**src/rtl/bird_pkg.sv**
```systemverilog
// -----------------------------------------------------------------------------
// bird_pkg
// Shared types and constants for the bird game sequencer.
//   game_state_t : IDLE / PLAY / LOSE
//   GRAV_MIN     : shortest allowed gravity period (cycles)
//   SPEEDUP_STEP : pipes cleared per one-cycle shortening of the gravity period
//   POS_W_DEF    : default width of bird position / pipe mask
//   grav_period(): gravity period for a given score when SPEEDUP_EN is built in
// -----------------------------------------------------------------------------
package bird_pkg;

    typedef enum logic [1:0] {
        IDLE = 2'd0,
        PLAY = 2'd1,
        LOSE = 2'd2
    } game_state_t;

    localparam int GRAV_MIN     = 2;
    localparam int SPEEDUP_STEP = 4;
    localparam int POS_W_DEF    = 8;

    // Gravity period shrinks by one cycle for every SPEEDUP_STEP pipes,
    // never going below GRAV_MIN.
    function automatic int grav_period(input int grav_div, input int score_val);
        int p;
        p = grav_div - (score_val / SPEEDUP_STEP);
        if (p < GRAV_MIN) begin
            p = GRAV_MIN;
        end
        return p;
    endfunction

endpackage

```
**src/rtl/edge_pulse.sv**
```systemverilog
// -----------------------------------------------------------------------------
// edge_pulse
// Keeps a one-cycle history of a synchronized level and reports its edges.
// Ports:
//   clk      in  system clock
//   reset    in  synchronous active-low reset (clears the history to 0)
//   i_level  in  synchronized level input
//   o_rise   out high in the cycle i_level is first seen high
//   o_fall   out high in the cycle i_level is first seen low
// -----------------------------------------------------------------------------
module edge_pulse (
    input  logic clk,
    input  logic reset,
    input  logic i_level,
    output logic o_rise,
    output logic o_fall
);

    logic r_prev;

    always_ff @(posedge clk) begin
        if (!reset) begin
            r_prev <= 1'b0;
        end else begin
            r_prev <= i_level;
        end
    end

    assign o_rise = i_level & ~r_prev;
    assign o_fall = ~i_level & r_prev;

endmodule

```
**src/rtl/bird_game_ctrl.sv**
```systemverilog
// -----------------------------------------------------------------------------
// bird_game_ctrl
// Game sequencer for the single-column bird display: owns IDLE/PLAY/LOSE,
// turns the flap key into one-cycle flap pulses, issues periodic gravity
// pulses, detects pipe/ground collisions and counts pipes cleared.
// Optional build macro: SPEEDUP_EN (gravity period shortens as score grows).
// Ports:
//   clk           in  system clock
//   reset         in  synchronous active-low reset
//   key_flap      in  flap key level (synchronized)
//   start         in  start/acknowledge key level (synchronized)
//   position      in  [POS_W] one-hot bird position, bit 0 = ground
//   pipe_at_bird  in  high while a pipe occupies the bird's column
//   pipe_mask     in  [POS_W] lights blocked by the pipe (1 = wall)
//   flap          out one-cycle pulse to the movement block
//   gravity       out one-cycle pulse to the movement block
//   lose          out high in LOSE
//   playing       out high in PLAY
//   score         out [SCORE_W] pipes cleared this game, saturating
// Handshake: none; all inputs are levels, flap/gravity are single-cycle
// strobes registered one cycle after their cause.
// -----------------------------------------------------------------------------
module bird_game_ctrl
    import bird_pkg::*;
#(
    parameter int GRAV_DIV = 8,
    parameter int SCORE_W  = 4,
    parameter int POS_W    = POS_W_DEF
) (
    input  logic               clk,
    input  logic               reset,
    input  logic               key_flap,
    input  logic               start,
    input  logic [POS_W-1:0]   position,
    input  logic               pipe_at_bird,
    input  logic [POS_W-1:0]   pipe_mask,
    output logic               flap,
    output logic               gravity,
    output logic               lose,
    output logic               playing,
    output logic [SCORE_W-1:0] score
);

    localparam int CNT_W = $clog2(GRAV_DIV);

    game_state_t        r_state;
    logic [CNT_W-1:0]   r_cnt;
    logic               r_flap;
    logic               r_grav;
    logic [SCORE_W-1:0] r_score;

    game_state_t        w_state_nxt;
    logic [CNT_W-1:0]   w_cnt_nxt;
    logic               w_flap_nxt;
    logic               w_grav_nxt;
    logic [SCORE_W-1:0] w_score_nxt;

    logic w_key_rise, w_key_fall;
    logic w_start_rise, w_start_fall;
    logic w_pipe_rise, w_pipe_fall;
    logic w_unused_edges;
    logic w_collide;
    logic w_ground;
    logic w_grav_due;
    int   w_period;

    edge_pulse u_key_edge (
        .clk     (clk),
        .reset   (reset),
        .i_level (key_flap),
        .o_rise  (w_key_rise),
        .o_fall  (w_key_fall)
    );

    edge_pulse u_start_edge (
        .clk     (clk),
        .reset   (reset),
        .i_level (start),
        .o_rise  (w_start_rise),
        .o_fall  (w_start_fall)
    );

    edge_pulse u_pipe_edge (
        .clk     (clk),
        .reset   (reset),
        .i_level (pipe_at_bird),
        .o_rise  (w_pipe_rise),
        .o_fall  (w_pipe_fall)
    );

    // Only the key/start rises and the pipe fall drive the game.
    assign w_unused_edges = ^{w_key_fall, w_start_fall, w_pipe_rise};

    always_comb begin
`ifdef SPEEDUP_EN
        w_period = grav_period(GRAV_DIV, int'(r_score));
`else
        w_period = GRAV_DIV;
`endif
    end

    // ">=" rather than "==" so a period that just shrank below the current
    // count fires on the next cycle instead of running all the way around.
    assign w_grav_due = (int'(r_cnt) >= (w_period - 1));

    // An all-zero position never overlaps the mask, so it never collides.
    assign w_collide = pipe_at_bird && (|(position & pipe_mask));
    // Ground hit: bird sits on bit 0 while the gravity pulse is being applied.
    assign w_ground  = position[0] && r_grav;

    always_ff @(posedge clk) begin
        if (!reset) begin
            r_state <= IDLE;
            r_cnt   <= '0;
            r_flap  <= 1'b0;
            r_grav  <= 1'b0;
            r_score <= '0;
        end else begin
            r_state <= w_state_nxt;
            r_cnt   <= w_cnt_nxt;
            r_flap  <= w_flap_nxt;
            r_grav  <= w_grav_nxt;
            r_score <= w_score_nxt;
        end
    end

    always_comb begin
        w_state_nxt = r_state;
        w_cnt_nxt   = r_cnt;
        w_flap_nxt  = 1'b0;
        w_grav_nxt  = 1'b0;
        w_score_nxt = r_score;

        case (r_state)
            IDLE: begin
                if (w_start_rise) begin
                    w_state_nxt = PLAY;
                    w_cnt_nxt   = '0;
                    w_score_nxt = '0;
                end
            end

            PLAY: begin
                // A hit ends the game before any pulse or score update.
                if (w_collide || w_ground) begin
                    w_state_nxt = LOSE;
                end else begin
                    if (w_key_rise) begin
                        w_flap_nxt = 1'b1;
                        w_cnt_nxt  = '0;
                    end else if (w_grav_due) begin
                        w_grav_nxt = 1'b1;
                        w_cnt_nxt  = '0;
                    end else begin
                        w_cnt_nxt = r_cnt + 1'b1;
                    end

                    if (w_pipe_fall && (r_score != {SCORE_W{1'b1}})) begin
                        w_score_nxt = r_score + 1'b1;
                    end
                end
            end

            LOSE: begin
                if (w_start_rise) begin
                    w_state_nxt = IDLE;
                end
            end

            default: begin
                w_state_nxt = IDLE;
            end
        endcase
    end

    assign flap    = r_flap;
    assign gravity = r_grav;
    assign lose    = (r_state == LOSE);
    assign playing = (r_state == PLAY);
    assign score   = r_score;

endmodule

```
**config.mk**
```make
export PLATFORM = sky130hd
export DESIGN_NAME = bird_game_ctrl
export DESIGN_NICKNAME = d
export VERILOG_FILES = /design/src/rtl/bird_pkg.sv /design/src/rtl/edge_pulse.sv /design/src/rtl/bird_game_ctrl.sv
export SDC_FILE = /design/constraint.sdc
export NUM_CORES = 1
export LEC_CHECK = 0
export BUFFER_PORTS_ARGS = -buffer_cell sky130_fd_sc_hd__buf_2
export CORE_ASPECT_RATIO = 0.8
export CORE_MARGIN = 2
export CORE_UTILIZATION = 46
export CTS_BUF_LIST = sky130_fd_sc_hd__clkbuf_4 sky130_fd_sc_hd__clkbuf_8 sky130_fd_sc_hd__clkbuf_16
export DETAILED_ROUTE_END_ITERATION = 10
export GPL_TIMING_DRIVEN = 0
export PLACE_DENSITY = 0.8
export SKIP_LAST_GASP = 1
export SLEW_MARGIN = 10
export SYNTH_ARGS = -nofsm -noshare
export SYNTH_HDL_FRONTEND = slang
export SYNTH_HIERARCHICAL = 1
export SYNTH_SLANG_ARGS = --single-unit
```
**constraint.sdc**
```tcl
create_clock -name clk -period 2.33 [get_ports clk]
set_clock_uncertainty 0.05 [all_clocks]
set_input_delay 0.233 -clock clk [delete_from_list [all_inputs] [get_ports clk]]
set_output_delay 0.233 -clock clk [all_outputs]
set_load 0.05 [all_outputs]
```
# After elaboration in Yosys (flattened, before gate mapping)
# Index checks and enable logic that the tools add are counted.
[word_totals]
ff_bits = 14
elab_cells = 55
in_bits = 21
[classes]
mux = 15
eq_ne = 8
bitwise = 9
order_cmp = 1
add_sub_neg = 2
reduce_logical = 12
[op_table]
columns = ["cell", "count"]
rows = [
  ["$mux W3", 4],
  ["$mux W4", 3],
  ["$and A8 B8 Y8", 1],
  ["$ne A2 B1 Y1 const B", 4],
  ["$pmux W4 S2", 1],
  ["$reduce_or A8 Y1", 1],
  ["$mux W2", 3],
  ["$pmux W2 S3", 1],
  ["$pmux W3 S2", 1],
  ["$reduce_and A3 Y1", 2],
  ["$not A1 Y1", 5],
  ["$add A4 B1 Y4 const B", 1],
  ["$ne A4 B4 Y1 const B", 1],
  ["$reduce_and A4 Y1", 1],
  ["$reduce_or A4 Y1", 1],
  ["$add A3 B1 Y3 const B", 1],
  ["$and A1 B1 Y1", 3],
  ["$ge A3 B3 Y1 const B", 1],
  ["$logic_and A1 B1 Y1", 3],
  ["$reduce_or A3 Y1", 1],
  ["$eq A2 B1 Y1 const B", 1],
  ["$eq A2 B2 Y1 const B", 1],
  ["$logic_not A2 Y1", 1],
  ["$mux W1", 2],
  ["3 further kinds", 3],
]

# Logic depth before layout (Yosys ltp)
[logic_depth]
ltp_word = 6
depth_mapped = 6
ltp_nobuf = 6

# Modules after synthesis
# The synthesis kept the hierarchy.
[modules_own_cells]
columns = ["mod", "area_each_um2", "n_inst", "cells_each"]
rows = [
  ["bird_game_ctrl", 645.6, 1, 76],
  ["edge_pulse", 38.8, 3, 4],
]

# Least setup slack after synthesis
# OpenSTA, ideal clock, no wires.
[synth_timing]
path_type = "register to register"
from = "register r_state[1]"
to = "register r_score[3] (netlist: score[3])"
stages_incl_launch_ff = 6
setup_time_ps = 74
t_arrival_ps = 1690
path_buffers = 0
required_time_ps = 2206
setup_slack_ps = 516
path_cell_list = "dfxtp_1 nand2b_1 clkinv_1 o2111ai_1 or4_1 a31oi_1"
[synth_between]
elab_chain_len = 3
word_cells_on_any_way = 8
[synth_lines]
columns = ["item", "line_no", "source"]
rows = [
  ["start, declared", "bird_game_ctrl.sv:46", "game_state_t r_state;"],
  ["start signal, assigned", "bird_game_ctrl.sv:119", "r_state <= w_state_nxt;"],
  ["$eq A2 B1 Y1 (*)", "-", ""],
  ["named net playing", "bird_game_ctrl.sv:40", "output logic playing,"],
  ["$ne A2 B1 Y1 (no source line), or another cell as far along", "-", ""],
  ["$reduce_and A4 Y1 (no source line)", "-", ""],
  ["end signal, assigned", "bird_game_ctrl.sv:123", "r_score <= w_score_nxt;"],
  ["end, declared", "bird_game_ctrl.sv:50", "logic [SCORE_W-1:0] r_score;"],
]
# The timed path passes the listed nets; every way through them passes the cells marked *.
# A chain may end at the register's enable or synchronous reset.

# Worst setup path after layout
[layout_timing]
from = "register u_start_edge.r_prev"
to = "register r_cnt[1]"
[layout_between]
elab_chain_len = 4
[layout_lines]
columns = ["item", "line_no", "source"]
rows = [
  ["start, declared", "edge_pulse.sv:19", "logic r_prev;"],
  ["start signal, assigned", "edge_pulse.sv:25", "r_prev <= i_level;"],
  ["$not A1 Y1", "edge_pulse.sv:29", "assign o_rise = i_level & ~r_prev;"],
  ["$and A1 B1 Y1", "edge_pulse.sv:29", ""],
  ["named net w_start_rise", "bird_game_ctrl.sv:59", "logic w_start_rise, w_start_fall;"],
  ["$ne A2 B1 Y1 (no source line)", "-", ""],
  ["$reduce_and A3 Y1 (no source line)", "-", ""],
  ["end signal, assigned", "bird_game_ctrl.sv:120", "r_cnt <= w_cnt_nxt;"],
  ["end, declared", "bird_game_ctrl.sv:47", "logic [CNT_W-1:0] r_cnt;"],
]
# The timed path passes the listed nets, and every way through them passes these cells.

==> impl.org <==
** Outcome
- The run finished with clean final reports.

** Routing
- In the final routed layout, each cell accounts on average for 13.11 µm.
- Vias per cell :: 5.717
- For this run, the detailed router's first-pass iteration total came to 4.
- Post-route DRC violation count :: 0
- Count of vias placed by the detailed router :: 789
- Wirelength, routed :: 1.809 mm
- In this run, the number of DRC markers left after iteration 0 of detailed routing was 28.
- The count of nets left with antenna violations once routing finished came out at 0.

** Worst hold path
- The tightest min-delay check is of the input port to flip-flop type.
- Number of cells on the worst hold path :: 2
- Capture endpoint of the worst hold path :: u_key_edge/r_prev$_SDFF_PN0_
- In this run the most critical hold path is launched from key_flap.

** Synth
- Post-synthesis cell area :: 743.2 µm²
- The Yosys step of the flow raised 6 warnings.
- When the netlist entered floorplanning its net count stood at 109.
- After technology mapping, the gate count stands at 85.
- Dividing the synthesized area by the synthesized cell count gives 8.744 µm².

** Clock network
- In this run the post-CTS setup repair buffer count came out at 0.
- # hold bufs at CTS :: 0
- Clock sink count :: 14
- Clock Pin Slew Worst Setup and Hold Paths :: 90 ps
- At the later pin of the worst-skew pair, clock insertion delay measures 290 ps.
- CTS HTree Levels :: 1
- TritonCTS clock tree :: built
- Clock Root Buffer :: sky130_fd_sc_hd__clkbuf_4
- Cts bufs inserted :: 3
- The clock passes through at most 2 buffers.
- Gates resized during post-CTS repair numbered 0.

** Layout
- Of the cells placed in the final design, the portion with a size suffix greater than 1 is 0.3077.
- Final nets :: 142
- The finished layout holds 138 standard cells, fillers aside.
- Counting the fill cells in the layout gives 146.
- The area growth from synthesis to layout is 27.27%.
- Diodes inserted :: 0
- Final design instance area without fill :: 945.9 µm²
- Final core utilization :: 0.6495

** Global route
- Via count of the first global-routing pass :: 790
- Initial antenna violation count :: 0
- Overall overflow remaining after global route :: 0
- Met2 Resource Use GR :: 0.4247
- First-pass GRT wire length :: 3.298 mm
- Fraction of met1 tracks used by global routing :: 0.2517
- In this run the most used layer during global routing was met2.
- Entering global routing, the biggest net connects 10 pins.
- For this run, the total global-route usage over all layers was measured as 0.2285.
- For met3 alone, demand over resource in global routing was 0.07463.

** Placed design
- Post-placement cell count :: 134
- Port bufs :: 28
- The placed instances occupy a cell area of 909.6 µm².
- DPL Wire Length :: 1.398 mm
- GP Congestion :: 0.7646
- Pre-CTS setup slack :: 385.8 ps

** Worst setup path
- At the worst endpoint, the arrival time is 2110 ps.
- Setup slack on the worst reg-to-reg path comes out at 400 ps.
- The worst setup path is of the flip-flop to flip-flop kind.
- Type of element launching the critical path :: flip-flop
- Worst flop-to-flop path startpoint :: u_start_edge/r_prev$_SDFF_PN0_
- The worst setup path is captured at a flip-flop.
- In this run the worst path has a maximum fanout of 7.
- The number of cells on the worst reg-to-reg path is 6.
- The worst register-to-register path ends at r_cnt[1]$_SDFFE_PN0P_.
- Required time at the worst-slack endpoint :: 2500 ps

** STA
- Top achievable clock speed :: 0.5172 GHz
- After routing, the total negative slack on setup checks comes to 0 ps.
- Minimum hold slack :: 109.8 ps
- Setup violations remaining at the end of the flow were counted as 0.
- Setup repair after global routing missed its margin :: no
- Dividing the final minimum period by the clock period gives 0.8298.
- Worst slew pin tran :: 432.0 ps
- Final min period :: 1933 ps
- Number of pins with negative max-slew slack in the final report :: 0
- Final Hold Fails :: 0
- Headroom to the max-slew limit came out at 0.7089.
- Worst-case setup margin in the final layout :: 396.5 ps

** Die
- The floorplan step defined a die boundary enclosing 1955 µm².
- The initial utilization of the core area, before any placement, comes to 0.5103.
- Number of placement rows :: 12
- I/O Pins :: 29
- Overall die width :: 48.94 µm
- The core region is 1456 µm².
- Die height :: 39.95 µm

** Power
- Total power :: 515.3 µW
- Max IR drop VDD :: 0.0004346 V
- For this design the ratio of total power to cell area is 544.8 nW/µm².
- Summed over all cells, the static leakage comes to 0.4132 nW.

** Job
- Max-Cap Viols :: 0
## per-layer routing
| metal | part of all wire | up-vias |
|---|---|---|
| met1 | 0.43 | 362 |
| li1 | - | 391 |
| met4 | 0.013 | 0 |
| met2 | 0.48 | 30 |
| met5 | 0 | - |
| met3 | 0.077 | 6 |
## report_power, final
group / internal, mW / switching, mW / total [mW]
combinational: 0.0330 / 0.0555 / 0.0884
sequential: 0.245 / 0.00375 / 0.249
clock: 0.0952 / 0.0828 / 0.178
total: 0.373 / 0.142 / 0.515
## worst max path at each step
stage,from,to,slack (ps),cells after the start
final,u_start_edge/r_prev$_SDFF_PN0_,r_cnt[1]$_SDFFE_PN0P_,400,6
after global routing,u_start_edge/r_prev$_SDFF_PN0_,r_cnt[1]$_SDFFE_PN0P_,300,6
after CTS,u_start_edge/r_prev$_SDFF_PN0_,r_cnt[1]$_SDFFE_PN0P_,410,6
after detailed placement,start,r_cnt[1]$_SDFFE_PN0P_,390,7
after global placement,start,r_cnt[1]$_SDFFE_PN0P_,410,7
after floorplan,r_state[1]$_SDFFE_PN0P_,score[3]$_SDFFE_PN0P_,520,5
## cell type report
cell class	count	area, µm²	share of cell area
buffer	2	7.507	0.007937
clock buffer	4	36.28	0.03836
inverter	5	18.77	0.01984
multi-input combinational	64	436.7	0.4616
sequential	14	280.3	0.2963
tap	21	26.28	0.02778
timing repair buffer	28	140.1	0.1481
## sequential cells by signal (all words and copies together) (netlist names)
register             flops
u_start_edge/r_prev      1
score                    4
u_key_edge/r_prev        1
r_cnt                    3
r_state                  2
u_pipe_edge/r_prev       1
flap                     1
gravity                  1
## worst max-delay path, cell delays in order (launching register included)
cell and delay [ps]:
sky130_fd_sc_hd__dfxtp_1 310, sky130_fd_sc_hd__nor2b_1 220, sky130_fd_sc_hd__or3b_2 460, sky130_fd_sc_hd__clkbuf_1 190, sky130_fd_sc_hd__a31oi_1 320, sky130_fd_sc_hd__o2111ai_1 160, sky130_fd_sc_hd__a21oi_1 160
## layout by cell type (no fill, tap or decap), types with 2 or more instances in the layout
cell type,n
sky130_fd_sc_hd__a21oi_1,6
sky130_fd_sc_hd__a22oi_1,2
sky130_fd_sc_hd__a31oi_1,3
sky130_fd_sc_hd__and2_1,3
sky130_fd_sc_hd__buf_2,28
sky130_fd_sc_hd__clkbuf_1,2
sky130_fd_sc_hd__clkbuf_4,3
sky130_fd_sc_hd__dfxtp_1,14
sky130_fd_sc_hd__ha_1,3
sky130_fd_sc_hd__inv_1,4
sky130_fd_sc_hd__nand2_1,4
sky130_fd_sc_hd__nand3_1,6
sky130_fd_sc_hd__nor2b_1,5
sky130_fd_sc_hd__nor4_1,2
sky130_fd_sc_hd__o2111ai_1,2
sky130_fd_sc_hd__o211ai_1,6
sky130_fd_sc_hd__o21ai_0,4
sky130_fd_sc_hd__or4_1,2
No activity file was read; power rests on OpenSTA's default activity.
